<file path="src/rtl/amm_perf_monitor.sv">
// amm_perf_monitor: passive Avalon-MM monitor. It tracks outstanding read
// bursts in a circular tracker, measures the first-word latency of each burst,
// keeps min/max/sum and a latency histogram, and counts read/write throughput.
// Every counter saturates instead of wrapping.
module amm_perf_monitor #(
  parameter int AMM_BURST_W = 4,
  parameter int DATA_B_W    = 8,
  parameter     ADDR_TYPE   = "BYTE",
  parameter int TRK_DEPTH   = 8,
  parameter int LAT_W       = 16,
  parameter int SUM_W       = 32,
  parameter int HIST_BINS   = 8,
  parameter int HIST_SHIFT  = 2
) (
  input  logic                         clk_i,
  input  logic                         rst_n_i,
  input  logic                         read_i,
  input  logic                         write_i,
  input  logic                         waitrequest_i,
  input  logic                         readdatavalid_i,
  input  logic [AMM_BURST_W-1:0]       burstcount_i,
  input  logic [DATA_B_W-1:0]          byteenable_i,
  input  logic                         test_start_i,
  input  logic [$clog2(HIST_BINS)-1:0] hist_sel_i,
  output logic                         meas_busy_o,
  output logic [31:0]                  wr_ticks_o,
  output logic [31:0]                  wr_units_o,
  output logic [31:0]                  rd_ticks_o,
  output logic [31:0]                  rd_words_o,
  output logic [31:0]                  rd_req_o,
  output logic [LAT_W-1:0]             min_del_o,
  output logic [LAT_W-1:0]             max_del_o,
  output logic [SUM_W-1:0]             sum_del_o,
  output logic [31:0]                  hist_cnt_o,
  output logic                         trk_ovf_o,
  output logic                         spur_rdv_o
);

  localparam int PTR_W = $clog2(TRK_DEPTH);
  localparam int OCC_W = PTR_W + 1;
  localparam int BIN_W = $clog2(HIST_BINS);
  localparam int PC_W  = $clog2(DATA_B_W + 1);
  localparam logic [LAT_W-1:0] LAT_MAX  = '1;
  localparam logic [LAT_W-1:0] BIN_LAST = LAT_W'(HIST_BINS - 1);
  localparam logic [OCC_W-1:0] OCC_FULL = OCC_W'(TRK_DEPTH);

  // Saturating 32-bit add used by all event counters
  function automatic logic [31:0] sat_add32(input logic [31:0] a, input logic [31:0] b);
    logic [32:0] s;
    s = {1'b0, a} + {1'b0, b};
    return s[32] ? 32'hFFFF_FFFF : s[31:0];
  endfunction

  function automatic logic [PC_W-1:0] popcnt(input logic [DATA_B_W-1:0] v);
    logic [PC_W-1:0] c;
    c = '0;
    for (int i = 0; i < DATA_B_W; i++) c = c + PC_W'(v[i]);
    return c;
  endfunction

  // Issue phase: age of the request currently waiting for acceptance
  logic             iss_act_reg;
  logic [LAT_W-1:0] iss_age_reg;

  // Tracker
  logic [PTR_W-1:0]       wr_ptr_reg, rd_ptr_reg;
  logic [OCC_W-1:0]       occ_reg;
  logic [AMM_BURST_W-1:0] slot_cnt_reg   [TRK_DEPTH];
  logic [LAT_W-1:0]       slot_age_reg   [TRK_DEPTH];
  logic                   slot_first_reg [TRK_DEPTH];

  // Latency pipeline and statistics
  logic             lat_vld_reg;
  logic [LAT_W-1:0] lat_reg;
  logic [LAT_W-1:0] min_reg, max_reg;
  logic [SUM_W-1:0] sum_reg;
  logic [31:0]      hist_reg [HIST_BINS];

  // Write pipeline and counters
  logic            wr_vld_reg;
  logic [PC_W-1:0] wr_pcnt_reg;
  logic [31:0]     wr_ticks_reg, wr_units_reg, rd_ticks_reg, rd_words_reg, rd_req_reg;
  logic            trk_ovf_reg, spur_rdv_reg;

  // Decoded events
  logic                   rd_acc, wr_acc, trk_full, trk_empty, push, pop;
  logic                   head_beat, head_first, stat_upd;
  logic [LAT_W-1:0]       cur_age, next_age;
  logic [AMM_BURST_W-1:0] push_cnt, head_cnt;
  logic [PC_W-1:0]        wr_units_in;
  logic [BIN_W-1:0]       lat_bin;
  logic [SUM_W:0]         sum_add;

  assign rd_acc     = read_i && !waitrequest_i;
  assign wr_acc     = write_i && !waitrequest_i;
  assign trk_full   = (occ_reg == OCC_FULL);
  assign trk_empty  = (occ_reg == '0);
  // An acceptance while full is counted but cannot be tracked
  assign push       = rd_acc && !trk_full;
  // Age is 0 on the first read_i cycle; the stored value is the age one cycle on
  assign cur_age    = iss_act_reg ? iss_age_reg : '0;
  assign next_age   = (cur_age == LAT_MAX) ? LAT_MAX : cur_age + 1'b1;
  assign push_cnt   = (burstcount_i == '0) ? AMM_BURST_W'(1) : burstcount_i;
  // Data always belongs to the oldest outstanding burst
  assign head_cnt   = slot_cnt_reg[rd_ptr_reg];
  assign head_beat  = readdatavalid_i && !trk_empty;
  assign head_first = head_beat && !slot_first_reg[rd_ptr_reg];
  assign pop        = head_beat && (head_cnt <= AMM_BURST_W'(1));
  assign wr_units_in = (ADDR_TYPE == "WORD") ? PC_W'(1) : popcnt(byteenable_i);
  // Once the tracker has overflowed, latencies can no longer be trusted
  assign stat_upd   = lat_vld_reg && !trk_ovf_reg;
  assign lat_bin    = ((lat_reg >> HIST_SHIFT) > BIN_LAST) ? BIN_W'(HIST_BINS - 1)
                                                           : BIN_W'(lat_reg >> HIST_SHIFT);
  assign sum_add    = {1'b0, sum_reg} + (SUM_W + 1)'(lat_reg);

  genvar gi;

  generate
    for (gi = 0; gi < TRK_DEPTH; gi++) begin : g_slot
      // Slot state: load on push, age until the first beat, count down on beats
      always_ff @(posedge clk_i or negedge rst_n_i) begin
        if (!rst_n_i) begin
          slot_cnt_reg[gi]   <= '0;
          slot_age_reg[gi]   <= '0;
          slot_first_reg[gi] <= 1'b0;
        end else if (test_start_i) begin
          slot_cnt_reg[gi]   <= '0;
          slot_age_reg[gi]   <= '0;
          slot_first_reg[gi] <= 1'b0;
        end else if (push && (wr_ptr_reg == PTR_W'(gi))) begin
          slot_cnt_reg[gi]   <= push_cnt;
          slot_age_reg[gi]   <= next_age;
          slot_first_reg[gi] <= 1'b0;
        end else if (head_beat && (rd_ptr_reg == PTR_W'(gi))) begin
          slot_cnt_reg[gi]   <= slot_cnt_reg[gi] - 1'b1;
          slot_first_reg[gi] <= 1'b1;
        end else if (!slot_first_reg[gi] && (slot_age_reg[gi] != LAT_MAX)) begin
          slot_age_reg[gi]   <= slot_age_reg[gi] + 1'b1;
        end
      end
    end

    for (gi = 0; gi < HIST_BINS; gi++) begin : g_hist
      // Histogram bin: counts tracked latencies landing in this bin
      always_ff @(posedge clk_i or negedge rst_n_i) begin
        if (!rst_n_i) begin
          hist_reg[gi] <= '0;
        end else if (test_start_i) begin
          hist_reg[gi] <= '0;
        end else if (stat_upd && (lat_bin == BIN_W'(gi))) begin
          hist_reg[gi] <= sat_add32(hist_reg[gi], 32'd1);
        end
      end
    end
  endgenerate

  // Issue ageing, tracker pointers, counters, sticky flags and both pipelines
  always_ff @(posedge clk_i or negedge rst_n_i) begin
    if (!rst_n_i) begin
      iss_act_reg  <= 1'b0;
      iss_age_reg  <= '0;
      wr_ptr_reg   <= '0;
      rd_ptr_reg   <= '0;
      occ_reg      <= '0;
      lat_vld_reg  <= 1'b0;
      lat_reg      <= '0;
      min_reg      <= '1;
      max_reg      <= '0;
      sum_reg      <= '0;
      wr_vld_reg   <= 1'b0;
      wr_pcnt_reg  <= '0;
      wr_ticks_reg <= '0;
      wr_units_reg <= '0;
      rd_ticks_reg <= '0;
      rd_words_reg <= '0;
      rd_req_reg   <= '0;
      trk_ovf_reg  <= 1'b0;
      spur_rdv_reg <= 1'b0;
    end else if (test_start_i) begin
      iss_act_reg  <= 1'b0;
      iss_age_reg  <= '0;
      wr_ptr_reg   <= '0;
      rd_ptr_reg   <= '0;
      occ_reg      <= '0;
      lat_vld_reg  <= 1'b0;
      lat_reg      <= '0;
      min_reg      <= '1;
      max_reg      <= '0;
      sum_reg      <= '0;
      wr_vld_reg   <= 1'b0;
      wr_pcnt_reg  <= '0;
      wr_ticks_reg <= '0;
      wr_units_reg <= '0;
      rd_ticks_reg <= '0;
      rd_words_reg <= '0;
      rd_req_reg   <= '0;
      trk_ovf_reg  <= 1'b0;
      spur_rdv_reg <= 1'b0;
    end else begin
      if (rd_acc || !read_i) begin
        iss_act_reg <= 1'b0;
        iss_age_reg <= '0;
      end else begin
        iss_act_reg <= 1'b1;
        iss_age_reg <= next_age;
      end

      if (push) wr_ptr_reg <= wr_ptr_reg + 1'b1;
      if (pop)  rd_ptr_reg <= rd_ptr_reg + 1'b1;
      occ_reg <= occ_reg + OCC_W'(push) - OCC_W'(pop);

      if (rd_acc)                        rd_req_reg   <= sat_add32(rd_req_reg, 32'd1);
      if (rd_acc && trk_full)            trk_ovf_reg  <= 1'b1;
      if (readdatavalid_i)               rd_words_reg <= sat_add32(rd_words_reg, 32'd1);
      if (readdatavalid_i && trk_empty)  spur_rdv_reg <= 1'b1;
      if (!trk_empty)                    rd_ticks_reg <= sat_add32(rd_ticks_reg, 32'd1);

      lat_vld_reg <= head_first;
      if (head_first) lat_reg <= slot_age_reg[rd_ptr_reg];
      if (stat_upd) begin
        if (lat_reg < min_reg) min_reg <= lat_reg;
        if (lat_reg > max_reg) max_reg <= lat_reg;
        sum_reg <= sum_add[SUM_W] ? '1 : sum_add[SUM_W-1:0];
      end

      if (write_i) wr_ticks_reg <= sat_add32(wr_ticks_reg, 32'd1);
      wr_vld_reg <= wr_acc;
      if (wr_acc)     wr_pcnt_reg  <= wr_units_in;
      if (wr_vld_reg) wr_units_reg <= sat_add32(wr_units_reg, 32'(wr_pcnt_reg));
    end
  end

  assign meas_busy_o = (occ_reg != '0) || lat_vld_reg || wr_vld_reg;
  assign wr_ticks_o  = wr_ticks_reg;
  assign wr_units_o  = wr_units_reg;
  assign rd_ticks_o  = rd_ticks_reg;
  assign rd_words_o  = rd_words_reg;
  assign rd_req_o    = rd_req_reg;
  assign min_del_o   = min_reg;
  assign max_del_o   = max_reg;
  assign sum_del_o   = sum_reg;
  assign hist_cnt_o  = hist_reg[hist_sel_i];
  assign trk_ovf_o   = trk_ovf_reg;
  assign spur_rdv_o  = spur_rdv_reg;

endmodule

</file>
<file path="config.mk">
export PLATFORM = sky130hd
export DESIGN_NAME = amm_perf_monitor
export DESIGN_NICKNAME = d
export VERILOG_FILES = /design/src/rtl/amm_perf_monitor.sv
export SDC_FILE = /design/constraint.sdc
export NUM_CORES = 2
export LEC_CHECK = 0
export CORE_ASPECT_RATIO = 0.5
export CORE_MARGIN = 4
export CORE_UTILIZATION = 55
export DETAILED_ROUTE_END_ITERATION = 10
export PLACE_DENSITY_LB_ADDON = 0.05
export SLEW_MARGIN = 0
export SYNTH_ARGS = -nofsm -noshare
export SYNTH_HDL_FRONTEND = slang
export SYNTH_SLANG_ARGS = --single-unit
export TNS_END_PERCENT = 5
</file>
<file path="constraint.sdc">
create_clock -name clk_i -period 3.3 [get_ports clk_i]
set_clock_uncertainty 0.15 [all_clocks]
set_input_delay 0.495 -clock clk_i [delete_from_list [all_inputs] [get_ports clk_i]]
set_output_delay 0.495 -clock clk_i [all_outputs]
set_load 0.005 [all_outputs]
</file>
==> results.tsv <==
stage	metric	value	unit
logic_synthesis	Post-synth EDFFs	0	
critical_path	worst path buffer plus inverter count	2	
critical_path	CP max stage cell	clkdlybuf4s50_1	
job	max-cap viol count	0	
critical_path	CP Data Arrival Time	2.55	ns
route	M1 WL	59900	um
critical_path	maximum single-stage delay on the critical path	0.50	ns
cells_and_area	max reg flops	256	
cells_and_area	fin area	0.0503	mm2
timing	worst hold margin	0.0623	ns
pwr	worst vdd ir	0.341	mV
timing	Tcrit/Tclk final	96.8	%
critical_path	Crit Path Max Fanout	3	
cts	CTS clk-pin slew, worst paths	0.07	ns
pwr	Leakage	20.9	nW
route	DRC viols	0	
route	antenna-violating nets left	0	
placed_design	Buffers on Ports	280	
logic_synthesis	Main synth FF type	dfrtp_1	
cells_and_area	share of cells above drive strength 1	11.3	%
critical_path	critical path, cell by cell	inv_1 > ha_2 > or3b_4 > or3_1 > clkdlybuf4s50_1	
critical_path	delay-heaviest family, CP	simple AND/OR/NAND/NOR gates	
timing	final setup fails	0	
timing	Tightest Pin Transition	1.05	ns
die	Top Ports	281	
route	routed length on met2	64800	um
logic_synthesis	Mean Syn Cell Area	8.98	um2
min_path	worst min-delay path category	in2reg	
cts	Worst-Skew Late Latency	0.65	ns
cts	CTS H-tree depth	3	
die	Die X	402	um
critical_path	Worst Path Required	2.65	ns
cells_and_area	number of fill cells	6221	
placed_design	Placer Congestion	0.986	
cts	clk root buf	clkbuf_16	
global_routing	pin count of the biggest net entering global routing	121	
outcome	status	finished, final reports clean	
route	met3 WL	11000	um
timing	Hold Fails Final Rpt	0	
route	final WL	142000	um
pwr	P per Cell Area	435	mW/mm2
route	vias per cell	6.54	
critical_path	Worst Path Class, Setup	reg2out	
route	drt wl/cell	23.1	um
timing	RSZ-0062 raised after global routing	false	
timing	max-slew violations	0	
timing	slew margin rel.	29.5	%
route	DRT Pass-1 Iters	6	
cts	CTS tree	yes	
global_routing	total gr overflow	0	
logic_synthesis	Seq/Total Area, Yosys	40.9	%
die	area of the core	0.0761	mm2
logic_synthesis	Async S/R FF share, synth	100	%
placed_design	Post-DP Area	0.0478	mm2
logic_synthesis	Syn Std Cell Area	0.0428	mm2
placed_design	post-DP HPWL	103000	um
cells_and_area	Non-Filler Instances	6142	
critical_path	startpoint types	flip-flop	
timing	setup_tns	0	ns
logic_synthesis	Post-Syn Nets	4893	
die	Core Rows	71	
global_routing	initial antenna violation count	4	
global_routing	all-layer global routing usage	33.9	%
pwr	Power Total	0.0219	W
cells_and_area	Total Nets Final	5195	
route	top layer in use	met5	
placed_design	Placed Cells	6013	
die	Initial Utilization	56.2	%
logic_synthesis	gate count after technology mapping	4763	
logic_synthesis	synth warn	0	
critical_path	Worst Setup End Kind	output port	
timing	Period minus WS final	3.20	ns
cts	Clock Tree Buf Depth	3	
cts	total CTS buffers	68	
logic_synthesis	flops & latches, synth	699	
cells_and_area	Area growth syn-to-layout	17.5	%
logic_synthesis	Synth cell types	83	
route	Via Count	40200	
global_routing	vias in the first global route	37500	
cts	Sink Count	699	
global_routing	first-pass GRT wire length	221000	um
die	Die Y	205	um
die	die area	0.0826	mm2
timing	Max Freq	313	MHz
route	initial DRC count	4387	
-- per-stage QoR --
stage	setup WS, ns	utilization (%)
after floorplan	0.0759	-
after global placement	-0.490	62.8
after detailed placement	-0.492	62.8
after CTS	0.0389	66.0
after global routing	0.00370	66.0
final	0.105	66.0
-- final cells by class --
class                           instances  area, um2  area share (%)
Multi-Input combinational cell       3630      23700            47.1
Sequential cell                       699      17500            34.8
Timing Repair Buffer                  517       4810            9.57
Clock buffer                           98       2100            4.18
Tap cell                             1022       1280            2.54
Inverter                              149        562            1.12
Clock inverter                         24        308           0.612
Antenna cell                            3       7.51          0.0149
-- power breakdown --
part           internal [W]  leakage (nW)  switching [W]  total, W
registers           0.00892          9.65       0.000418   0.00934
logic               0.00160          10.1        0.00231   0.00391
clock network       0.00498          1.18        0.00363   0.00861
total                0.0155          20.9        0.00635    0.0219
-- final timing paths --
kind / startpoint / to / slack (ns) / cells after the start
worst max-delay path: occ_reg[2]$_DFF_PN0_ / meas_busy_o / 0.10 / 5
worst min-delay path: test_start_i / hist_reg[88]$_DFFE_PN0P_ / 0.06 / 2
worst max register to register: occ_reg[2]$_DFF_PN0_ / occ_reg[2]$_DFF_PN0_ / 0.17 / 13
worst min register to register: rd_words_o[23]$_DFFE_PN0P_ / rd_words_o[23]$_DFFE_PN0P_ / 0.37 / 1
max in group asynchronous: rst_n_i / rd_ptr_reg[0]$_DFFE_PN0P_ / 1.76 / 3
min in group asynchronous: rst_n_i / hist_reg[255]$_DFFE_PN0P_ / 0.27 / 2
-- per-layer routing --
metal  vias to the layer above  GRT usage, %
li1                      18300             -
met1                     19800          47.4
met2                      1751          53.2
met3                       318          5.57
met4                         2          13.3
met5                         -             0
-- synthesized netlist by cell type (34+ instances only) --
| cell | n | share of area (%) |
|---|---|---|
| a211oi_1 | 236 | 4.1 |
| a21oi_1 | 313 | 3.7 |
| a311oi_1 | 97 | 2.0 |
| a31oi_1 | 103 | 1.5 |
| and2_1 | 60 | 0.88 |
| and3_1 | 161 | 2.4 |
| and4_1 | 74 | 1.5 |
| clkbuf_1 | 251 | 2.2 |
| dfrtp_1 | 683 | 40 |
| ha_1 | 101 | 3.0 |
| inv_1 | 149 | 1.3 |
| mux2i_1 | 49 | 1.1 |
| mux4_2 | 98 | 5.2 |
| nand2_1 | 404 | 3.5 |
| nand3_1 | 253 | 3.0 |
| nand4_1 | 108 | 1.6 |
| nor2_1 | 551 | 4.8 |
| nor3_1 | 209 | 2.4 |
| nor4_1 | 34 | 0.50 |
| o21ai_0 | 207 | 2.4 |
| xnor2_1 | 91 | 1.9 |
| xor2_1 | 87 | 1.8 |
-- repair_timing --
action | 4_1_cts | 5_1_grt
hold buffers | 1 | 0
gates cloned | 1 | 0
hold endpoints to repair | 38 | 0
gates resized for setup | 1 | 10
pin swaps | 0 | 2
setup buffers | 3 | 0
setup endpoints to repair | 1 | 38
-- kinds of logic after synthesis --
logic type / count (synthesis) / share of synthesized area, %
compound gates: 1196 / 18.5
simple gates: 1968 / 22.6
fa+ha+maj: 108 / 3.28
flops: 699 / 40.9
mux: 179 / 7.15
xor+xnor: 178 / 3.64
buf+inv: 435 / 3.88
-- placed cells by master, fill, tap and decap left out, types with 18 or more instances in the layout --
master	synthesis	routed
dfrtp_1	683	681
nor2_1	551	551
nand2_1	404	404
a21oi_1	313	313
clkdlybuf4s50_1	0	276
nand3_1	253	253
a211oi_1	236	236
buf_4	1	219
nor3_1	209	206
o21ai_0	207	206
and3_1	161	160
inv_1	149	148
nand4_1	108	108
a31oi_1	103	102
ha_1	101	100
mux4_2	98	98
a311oi_1	97	97
xnor2_1	91	91
xor2_1	87	87
and4_1	74	74
clkbuf_16	0	73
and2_1	60	60
mux2i_1	49	49
mux2_2	32	32
nor4_1	34	30
o21a_1	29	29
a22o_1	28	28
a21o_1	27	27
nor2b_1	21	20
a41oi_1	19	19
nand2b_1	18	18
o211ai_1	18	18
clkbuf_8	0	18
buf_12	0	18
(Power assumes the default switching activity.)
